`src/rtl/irq_sched_ctrl_pkg.sv`:
```
// Shared types and defaults for the interrupt scheduler: FSM states, bus codes,
// and the default channel/bus/timeout sizing.
package irq_sched_ctrl_pkg;

    typedef enum logic [1:0] {
        S_IDLE    = 2'd0,
        S_ARB     = 2'd1,
        S_GRANT   = 2'd2,
        S_SERVICE = 2'd3
    } state_t;

    localparam logic [1:0] BUS_A = 2'd0;
    localparam logic [1:0] BUS_B = 2'd1;
    localparam logic [1:0] BUS_C = 2'd2;

    localparam int NCH_DEF  = 9;
    localparam int NBUS_DEF = 3;
    localparam int TMO_DEF  = 255;

endpackage

```
`src/rtl/irq_sched_ctrl_if.sv`:
```
// Request/grant bundle between the interrupt sources/consumer (master) and the
// scheduler (slave).
interface irq_sched_ctrl_if #(parameter int NCH = 9);

    logic [NCH-1:0] req_a;
    logic [NCH-1:0] req_b;
    logic [NCH-1:0] req_c;
    logic [NCH-1:0] en;
    logic           irq_ack;
    logic           eoi;
    logic           irq_valid;
    logic [1:0]     irq_bus;
    logic [3:0]     irq_chan;
    logic           busy;
    logic           tmo_err;

    modport master (
        output req_a, req_b, req_c, en, irq_ack, eoi,
        input  irq_valid, irq_bus, irq_chan, busy, tmo_err
    );

    modport slave (
        input  req_a, req_b, req_c, en, irq_ack, eoi,
        output irq_valid, irq_bus, irq_chan, busy, tmo_err
    );

endinterface

```
`src/rtl/irq_sched_ctrl_prio_enc.sv`:
```
// Combinational priority pick: bus A over B over C, lowest channel within a bus.
module irq_prio_enc
    import irq_sched_ctrl_pkg::*;
#(
    parameter int NCH = NCH_DEF
) (
    input  logic [NCH-1:0] pa,
    input  logic [NCH-1:0] pb,
    input  logic [NCH-1:0] pc,
    output logic           valid,
    output logic [1:0]     bus,
    output logic [3:0]     chan
);

    // Scan lowest priority first so each later hit overrides the earlier one.
    always_comb begin
        valid = 1'b0;
        bus   = BUS_A;
        chan  = 4'd0;
        for (int i = NCH - 1; i >= 0; i--) begin
            if (pc[i]) begin
                valid = 1'b1;
                bus   = BUS_C;
                chan  = 4'(i);
            end
        end
        for (int i = NCH - 1; i >= 0; i--) begin
            if (pb[i]) begin
                valid = 1'b1;
                bus   = BUS_B;
                chan  = 4'(i);
            end
        end
        for (int i = NCH - 1; i >= 0; i--) begin
            if (pa[i]) begin
                valid = 1'b1;
                bus   = BUS_A;
                chan  = 4'(i);
            end
        end
    end

endmodule

```
`src/rtl/irq_sched_ctrl.sv`:
```
// Interrupt scheduler: sticky per-bus pending bits, one-cycle arbitration,
// grant/ack handshake and a service timer with timeout reporting.
module irq_sched_ctrl
    import irq_sched_ctrl_pkg::*;
#(
    parameter int NCH  = NCH_DEF,
    parameter int NBUS = NBUS_DEF,
    parameter int TMO  = TMO_DEF
) (
    input  logic              clk,
    input  logic              rst,
    irq_sched_ctrl_if.slave   bus
);

    localparam int TW = $clog2(TMO + 1);
    localparam logic [TW-1:0] TMO_V = TW'(TMO);

    state_t          state;
    logic [NCH-1:0]  pend   [NBUS];
    logic [NCH-1:0]  req_in [NBUS];
    logic [NCH-1:0]  elig   [NBUS];
    logic [NCH-1:0]  clr    [NBUS];
    logic [TW-1:0]   timer;
    logic            valid_q;
    logic [1:0]      bus_q;
    logic [3:0]      chan_q;
    logic            busy_q;
    logic            tmo_q;
    logic            win_valid;
    logic [1:0]      win_bus;
    logic [3:0]      win_chan;
    logic            ack_clr;

    assign ack_clr = (state == S_GRANT) && bus.irq_ack;

    for (genvar b = 0; b < NBUS; b++) begin : g_bus
        assign req_in[b] = (b == int'(BUS_A)) ? bus.req_a :
                           (b == int'(BUS_B)) ? bus.req_b :
                           (b == int'(BUS_C)) ? bus.req_c : '0;
        assign elig[b]   = pend[b] & bus.en;
        assign clr[b]    = (ack_clr && bus_q == 2'(b)) ?
                           ({{(NCH-1){1'b0}}, 1'b1} << chan_q) : '0;
    end

    irq_prio_enc #(.NCH(NCH)) u_prio (
        .pa    (elig[BUS_A]),
        .pb    (elig[BUS_B]),
        .pc    (elig[BUS_C]),
        .valid (win_valid),
        .bus   (win_bus),
        .chan  (win_chan)
    );

    // Clear applies before the OR so a same-cycle request re-arms the bit.
    always_ff @(posedge clk or posedge rst) begin
        if (rst) begin
            for (int b = 0; b < NBUS; b++) pend[b] <= '0;
        end else begin
            for (int b = 0; b < NBUS; b++) pend[b] <= (pend[b] & ~clr[b]) | req_in[b];
        end
    end

    always_ff @(posedge clk or posedge rst) begin
        if (rst) begin
            state   <= S_IDLE;
            timer   <= '0;
            valid_q <= 1'b0;
            bus_q   <= 2'd0;
            chan_q  <= 4'd0;
            busy_q  <= 1'b0;
            tmo_q   <= 1'b0;
        end else begin
            tmo_q <= 1'b0;
            case (state)
                S_IDLE: begin
                    if (win_valid) begin
                        state  <= S_ARB;
                        busy_q <= 1'b1;
                    end
                end
                S_ARB: begin
                    if (win_valid) begin
                        bus_q   <= win_bus;
                        chan_q  <= win_chan;
                        valid_q <= 1'b1;
                        state   <= S_GRANT;
                    end else begin
                        state  <= S_IDLE;
                        busy_q <= 1'b0;
                    end
                end
                S_GRANT: begin
                    if (bus.irq_ack) begin
                        valid_q <= 1'b0;
                        timer   <= '0;
                        state   <= S_SERVICE;
                    end
                end
                S_SERVICE: begin
                    // eoi is checked first so it beats a timeout in the same cycle.
                    if (bus.eoi) begin
                        state  <= S_IDLE;
                        busy_q <= 1'b0;
                    end else if (timer == TMO_V) begin
                        state  <= S_IDLE;
                        busy_q <= 1'b0;
                        tmo_q  <= 1'b1;
                    end else begin
                        timer <= timer + TW'(1);
                    end
                end
                default: begin
                    state  <= S_IDLE;
                    busy_q <= 1'b0;
                end
            endcase
        end
    end

    assign bus.irq_valid = valid_q;
    assign bus.irq_bus   = bus_q;
    assign bus.irq_chan  = chan_q;
    assign bus.busy      = busy_q;
    assign bus.tmo_err   = tmo_q;

endmodule

```
`src/flat_wrapper.sv`:
```
// flat-port wrapper written by rule: the top's interface ports become plain ports
module irq_sched_ctrl_flat import irq_sched_ctrl_pkg::*;
#(
    parameter int NCH  = NCH_DEF,
    parameter int NBUS = NBUS_DEF,
    parameter int TMO  = TMO_DEF
)
  (clk, rst, bus_req_a, bus_req_b, bus_req_c, bus_en, bus_irq_ack, bus_eoi, bus_irq_valid, bus_irq_bus, bus_irq_chan, bus_busy, bus_tmo_err);
  irq_sched_ctrl_if #(.NCH(NCH)) bus_i ();
  input  logic clk;
  input  logic rst;
  input wire logic [$bits(bus_i.req_a)-1:0] bus_req_a;
  input wire logic [$bits(bus_i.req_b)-1:0] bus_req_b;
  input wire logic [$bits(bus_i.req_c)-1:0] bus_req_c;
  input wire logic [$bits(bus_i.en)-1:0] bus_en;
  input wire logic [$bits(bus_i.irq_ack)-1:0] bus_irq_ack;
  input wire logic [$bits(bus_i.eoi)-1:0] bus_eoi;
  output wire logic [$bits(bus_i.irq_valid)-1:0] bus_irq_valid;
  output wire logic [$bits(bus_i.irq_bus)-1:0] bus_irq_bus;
  output wire logic [$bits(bus_i.irq_chan)-1:0] bus_irq_chan;
  output wire logic [$bits(bus_i.busy)-1:0] bus_busy;
  output wire logic [$bits(bus_i.tmo_err)-1:0] bus_tmo_err;
  assign bus_i.req_a = bus_req_a;
  assign bus_i.req_b = bus_req_b;
  assign bus_i.req_c = bus_req_c;
  assign bus_i.en = bus_en;
  assign bus_i.irq_ack = bus_irq_ack;
  assign bus_i.eoi = bus_eoi;
  assign bus_irq_valid = bus_i.irq_valid;
  assign bus_irq_bus = bus_i.irq_bus;
  assign bus_irq_chan = bus_i.irq_chan;
  assign bus_busy = bus_i.busy;
  assign bus_tmo_err = bus_i.tmo_err;
  irq_sched_ctrl #(.NCH(NCH), .NBUS(NBUS), .TMO(TMO)) u_core (.clk(clk), .rst(rst), .bus(bus_i));
endmodule
```
`config.mk`:
```
export PLATFORM = sky130hd
export DESIGN_NAME = irq_sched_ctrl_flat
export DESIGN_NICKNAME = d
export VERILOG_FILES = /design/src/rtl/irq_sched_ctrl_pkg.sv /design/src/rtl/irq_sched_ctrl_if.sv /design/src/rtl/irq_sched_ctrl_prio_enc.sv /design/src/rtl/irq_sched_ctrl.sv /design/src/flat_wrapper.sv
export SDC_FILE = /design/constraint.sdc
export NUM_CORES = 1
export LEC_CHECK = 0
export BUFFER_PORTS_ARGS = -buffer_cell sky130_fd_sc_hd__buf_2
export CORE_UTILIZATION = 58
export DETAILED_ROUTE_END_ITERATION = 10
export GPL_TIMING_DRIVEN = 1
export HOLD_SLACK_MARGIN = 0.08
export PLACE_DENSITY = 0.84
export SLEW_MARGIN = 20
export SYNTH_ARGS = -nofsm -noshare
export SYNTH_HDL_FRONTEND = slang
export SYNTH_SLANG_ARGS = --single-unit
```
`constraint.sdc`:
```
create_clock -name clk -period 4.2 [get_ports clk]
set_clock_uncertainty 0.15 [all_clocks]
set_input_delay 0.84 -clock clk [delete_from_list [all_inputs] [get_ports clk]]
set_output_delay 0.84 -clock clk [all_outputs]
set_load 0.02 [all_outputs]
```
# [Word-level counts from Yosys, hierarchy flattened]
# Cells that the tools add are included.
[classes] reduce_logical=14 n_shift=1 add_sub_neg=1 eq_ne=13 muxes=104 n_bitwise=12
[op_table] operator="$mux 4" count=27
[op_table] operator="$mux 2" count=32
[op_table] operator="$and 9x9->9" count=6
[op_table] operator="$mux 1" count=35
[op_table] operator="$mux 9" count=3
[op_table] operator="$not 9->9" count=3
[op_table] operator="$or 9x9->9" count=3
[op_table] operator="$mux 8" count=3
[op_table] operator="$pmux 8 s2" count=1
[op_table] operator="$ne 2x2->1 const B" count=6
[op_table] operator="$shl 1x4->9 const A" count=1
[op_table] operator="$add 8x1->8 const B" count=1
[op_table] operator="$eq 8x8->1 const B" count=1
[op_table] operator="$pmux 2 s4" count=1
[op_table] operator="$reduce_and 4->1" count=2
[op_table] operator="$eq 2x2->1 const B" count=3
[op_table] operator="$reduce_and 3->1" count=2
[op_table] operator="$eq 2x1->1 const B" count=2
[op_table] operator="$logic_and 1x1->1" count=4
[op_table] operator="$logic_not 2->1" count=2
[op_table] operator="$reduce_bool 2->1" count=2
[op_table] operator="$ne 3x2->1 const B" count=1
[op_table] operator="$pmux 1 s3" count=1
[op_table] operator="$reduce_bool 3->1" count=1
[op_table] operator="2 further kinds" count=2
[word_totals] input_bits=40 reg_bits=46 word_cells=155 out_inout_bits=9

# [Depth between registers and ports, before layout]
[logic_depth] ltp_word=30 ltp_mapped=8

# [Modules after synthesis]
# From an unflattened synthesis, not the netlist that was laid out.
[hier_totals] cells_unflattened=275 hier_area_um2=2544.9
[by_module_without_submodules] mod="irq_sched_ctrl" n_inst=1 area_per_inst_um2=2193.4 cells_each=212
[by_module_without_submodules] mod="irq_prio_enc" n_inst=1 area_per_inst_um2=351.6 cells_each=63

# [Worst setup path before layout]
# Ideal clock, no wire load.
[synth_timing] path_kind="in2reg" start="input bus_en[0]" end="register u_core.valid_q (netlist: u_core.bus.irq_valid)" slack_ns=1.887 n_path_buf=2 arrival_ns=2.045 required_time_ns=3.932 cell_stages=7 path_cell_list="buf_6 -> a222oi_1 -> nand2_1 -> and4bb_4 -> a21oi_2 -> buf_6 -> a21o_1"
[synth_via] elab_chain_len=22
[synth_rtl] element="start: declaration" line_no="flat_wrapper.sv:15" rtl="input wire logic [$bits(bus_i.en)-1:0] bus_en;"
[synth_rtl] element="$and 9x9->9" line_no="irq_sched_ctrl.sv:40" rtl="assign elig[b] = pend[b] & bus.en;"
[synth_rtl] element="$mux 1" line_no="irq_sched_ctrl_prio_enc.sv:21" rtl="if (pc[i]) begin"
[synth_rtl] element="$mux 1 (9 in series)" line_no="irq_sched_ctrl_prio_enc.sv:28" rtl="if (pb[i]) begin"
[synth_rtl] element="$mux 1 (8 in series)" line_no="irq_sched_ctrl_prio_enc.sv:35" rtl="if (pa[i]) begin"
[synth_rtl] element="$mux 1 (*)" line_no="irq_sched_ctrl_prio_enc.sv:35"
[synth_rtl] element="$ne 2x2->1 (no source line) (*)"
[synth_rtl] element="$reduce_and 3->1 (no source line) (*)"
[synth_rtl] element="end signal: assignment" line_no="irq_sched_ctrl.sv:67" rtl="valid_q <= 1'b0;"
[synth_rtl] element="end signal: assignment" line_no="irq_sched_ctrl.sv:85" rtl="valid_q <= 1'b1;"
[synth_rtl] element="end signal: assignment" line_no="irq_sched_ctrl.sv:94" rtl="valid_q <= 1'b0;"
[synth_rtl] element="end: declaration" line_no="irq_sched_ctrl.sv:24" rtl="logic valid_q;"
# Every way passes the cells marked *; elsewhere a longest branch is shown, timed or not.
# A chain may end at the register's enable or synchronous reset.

# [Worst setup path after layout]
[layout_timing] start="input bus_en[1]" end="register u_core.bus_q[0] (netlist: u_core.bus.irq_bus[0])"
[layout_via] elab_chain_len=22
[layout_rtl] element="$and 9x9->9" line_no="irq_sched_ctrl.sv:40"
[layout_rtl] element="$mux 1 (2 in series)" line_no="irq_sched_ctrl_prio_enc.sv:21"
[layout_rtl] element="$mux 1 (9 in series)" line_no="irq_sched_ctrl_prio_enc.sv:28"
[layout_rtl] element="$mux 1 (9 in series)" line_no="irq_sched_ctrl_prio_enc.sv:35"
[layout_rtl] element="$reduce_and 2->1 (no source line)"
[layout_rtl] element="end signal: assignment" line_no="irq_sched_ctrl.sv:83" rtl="bus_q <= win_bus;"
[layout_rtl] element="end: declaration" line_no="irq_sched_ctrl.sv:25" rtl="logic [1:0] bus_q;"
# Several ways; a longest one is shown, not always the timed one.

==> impl_results.md <==
- Final WL: 5950 um
- Most common cell after layout, fill and taps aside: nand2_1
- RSZ-0062 raised after global routing: no
- GR Overflow Total: 0
- CTS resizes: 0
- Net count after synthesis: 294
- Crit Path Class: input port to register
- Sink Count: 46
- Crit. End Element: register
- Clk pin slew, worst setup/hold paths: about 80 ps
- CP Data Required Time: 4240 ps
- Global-route wire length before repair: between 9000 and 10000 um
- FMAX: 0.448 GHz
- Yosys top cell by area: dfrtp_1
- Total negative setup slack: 0 ps
- DP Worst Slack: between 1500 and 2000 ps
- Cell Area, Placed: 0.00264 mm^2
- FF-to-FF End: u_core.timer[7]
- Most frequent cells in the layout: nand2_1 (54), buf_2 (48), dfrtp_1 (46)
- Total iterations of the first detailed-routing run: 4
- Main flop type after synthesis: dfrtp_1
- Drt wl/cell: 16.9 um
- Fin Hold WS: approximately 350 ps
- Fin. Hold Viols: 0
- Rel. slew slack: between 40 and 50%
- DRT iter0 DRCs: 156
- Post-synthesis sequential area ratio: 48.5%
- Cells after synthesis: around 250
- CTS H-tree lvls: 2
- Count of unique library cells instantiated by Yosys: 45
- Cell area after layout: approximately 0.0027 mm^2
- Die Span Y: approximately 66 um
- Ranking of synthesized cells by area: dfrtp_1 (49%), a21o_1 (9.2%), nand2_1 (8.5%)
- Outcome: completed
- I/O pins: between 40 and 50
- Routed Antenna Nets: 0
- Setup Viol. Count Final: 0
- Leak: 1.11 nW
- Tightest Pin Transition: 829 ps
- Synthesized area: 0.00237 mm^2
- Port Buf Inserts: 48
- Hold path cells: 1
- Finished Layout Cells: ~350
- Peak supply drop: 0.333 mV
- Post-synth EDFFs: 0
- Placed insts: 345
- Ant diodes: 0
- R2R Setup Slk: around 2000 ps
- Post-CTS Setup Inserts: 0
- Hold Path Sink: u_core.pend[13]
- CTS Hold Bufs: 0
- Fin. max-slew vios: 0
- Row count: 22
- Period utilization: a little over half
- Drc violations: 0
- Tmin final: 2230 ps
- R2r worst-path depth: 7
- Worst Hold Class: register to register
- Routability cong.: between 0.9 and 1
- Maxcap violations: 0
- CTS tree: done
- Placeable Area: 0.00380 mm^2
- Number of synthesized register bits: 46
- Layout cell share with drive strength beyond 1: 21.7%
- Root cell of the clock tree: clkbuf_8
- Avg Cell Area, Syn: 9.38 um^2
- Vias per inst: 6.25
- Area delta synth->final: 14.7%
- Worst-Skew Late Latency: 310 ps
- Startpoint Class: input port
- Initial antenna violation count: 0
- Share of the synthesized area in the top cell type: 48.5%
- HP Start: u_core.pend[13]
- Hpwl dp: roughly 4500 um
- Synth async-reset ratio: between 90% and 100%
- CP arrival: 2270 ps
- Largest net degree at the start of global routing: 47
- PwrDens: 448 mW/mm^2
- Die width: 66.0 um
- CTS Buf Count: 5
- Nets: 345
- Critical path fanouts, max: 12
- Initial Util: between 60% and 70%
- Die area: around 0.0044 mm^2
- Clk buf depth: 2
- Final WS setup: 1970 ps
- RR Startpoint: u_core.timer[0]
- Critical path launch point: bus_en[1]
- Total GRT Usage: 31.6%
- Synth warn: 0
- Via Count: 2199
- Vias in the first global route: roughly 2.1k
==> power by group <==
part / internal, W / total [W] / switching [W]
registers: 0.000501 / 0.000585 / 0.0000838
logic: 0.000131 / 0.000371 / 0.000241
clock network: 0.000114 / 0.000262 / 0.000148
total: 0.000746 / 0.00122 / 0.000472
==> per-stage QoR <==
stage	util [%]	power, W
final	71.6	0.00122
after floorplan	-	0.000842
after CTS	71.6	0.00122
after global placement	69.5	0.000947
after detailed placement	69.5	0.000960
after global routing	71.6	0.00130
==> final cells by class <==
cell class | count | area [um^2]
Sequential cell | 46 | 1150
Inverter | 7 | 26.3
Timing Repair Buffer | 49 | 248
Fill cell | 310 | 1080
Clock buffer | 6 | 72.6
Multi-Input combinational cell | 195 | 1160
Tap cell | 48 | 60.1
Clock inverter | 1 | 7.51
==> cells in the mapped netlist, types with 2 or more instances <==
library cell	n
a21o_1	29
a21oi_1	10
a21oi_2	2
a222oi_1	2
a22o_1	2
a22oi_1	8
a31oi_1	4
a32o_1	2
and3_1	2
and3b_1	2
buf_6	2
dfrtp_1	46
inv_1	7
nand2_1	54
nand2b_1	4
nand3_1	8
nand4_1	3
nor2_1	18
nor3_1	8
nor3_2	2
nor4_1	2
o2111ai_1	2
o21ai_0	6
o21ai_2	2
or3_1	3
xnor2_1	4
==> state kept, by name, indices dropped and copies added, names as in the netlist, named ones only <==
register,flops
u_core.bus.busy,1
u_core.bus.irq_bus,2
u_core.bus.irq_chan,4
u_core.bus.irq_valid,1
u_core.bus.tmo_err,1
u_core.pend,27
u_core.state,1
u_core.timer,8
==> critical path, stage by stage <==
cell and delay [ps]:
buf_2 140, a222oi_1 430, nand2_1 120, and4bb_4 350, a21oi_2 150, o2111ai_1 170
o21ai_2 80
==> routing by layer <==
layer  global-route usage [%]  vias to the layer above  share of wire, %
li1                         -                     1019                 -
met4                     12.0                        0               1.7
met2                     53.4                       93                49
met1                     40.1                     1074                43
met5                        0                        -                 0
met3                     5.69                       13               6.6
==> worst max path at each step <==
stage | cells past startpoint | to
6_report | 7 | u_core.bus.irq_bus[0]
5_1_grt | 7 | u_core.bus.irq_bus[0]
4_1_cts | 7 | u_core.bus.irq_chan[3]
3_5_place_dp | 7 | u_core.bus.irq_chan[3]
3_3_place_gp | 7 | u_core.bus.irq_chan[3]
2_1_floorplan | 7 | u_core.bus.irq_valid
==> cell families (layout without fill, tap and decap cells) <==
| logic type | after synthesis | in the layout | share of synthesized area (%) |
|---|---|---|---|
| AND/OR/NAND/NOR | 112 | 112 | 22.5 |
| AO/OA/AOI/OAI | 77 | 77 | 23.7 |
| flip-flops | 46 | 46 | 48.5 |
| buffers and inverters | 12 | 63 | 2.74 |
| XOR/XNOR | 4 | 4 | 1.48 |
| adder cells (fa/ha/maj) | 1 | 1 | 0.527 |
| multiplexers | 1 | 1 | 0.475 |
No activity file was read; power rests on OpenSTA's default activity.
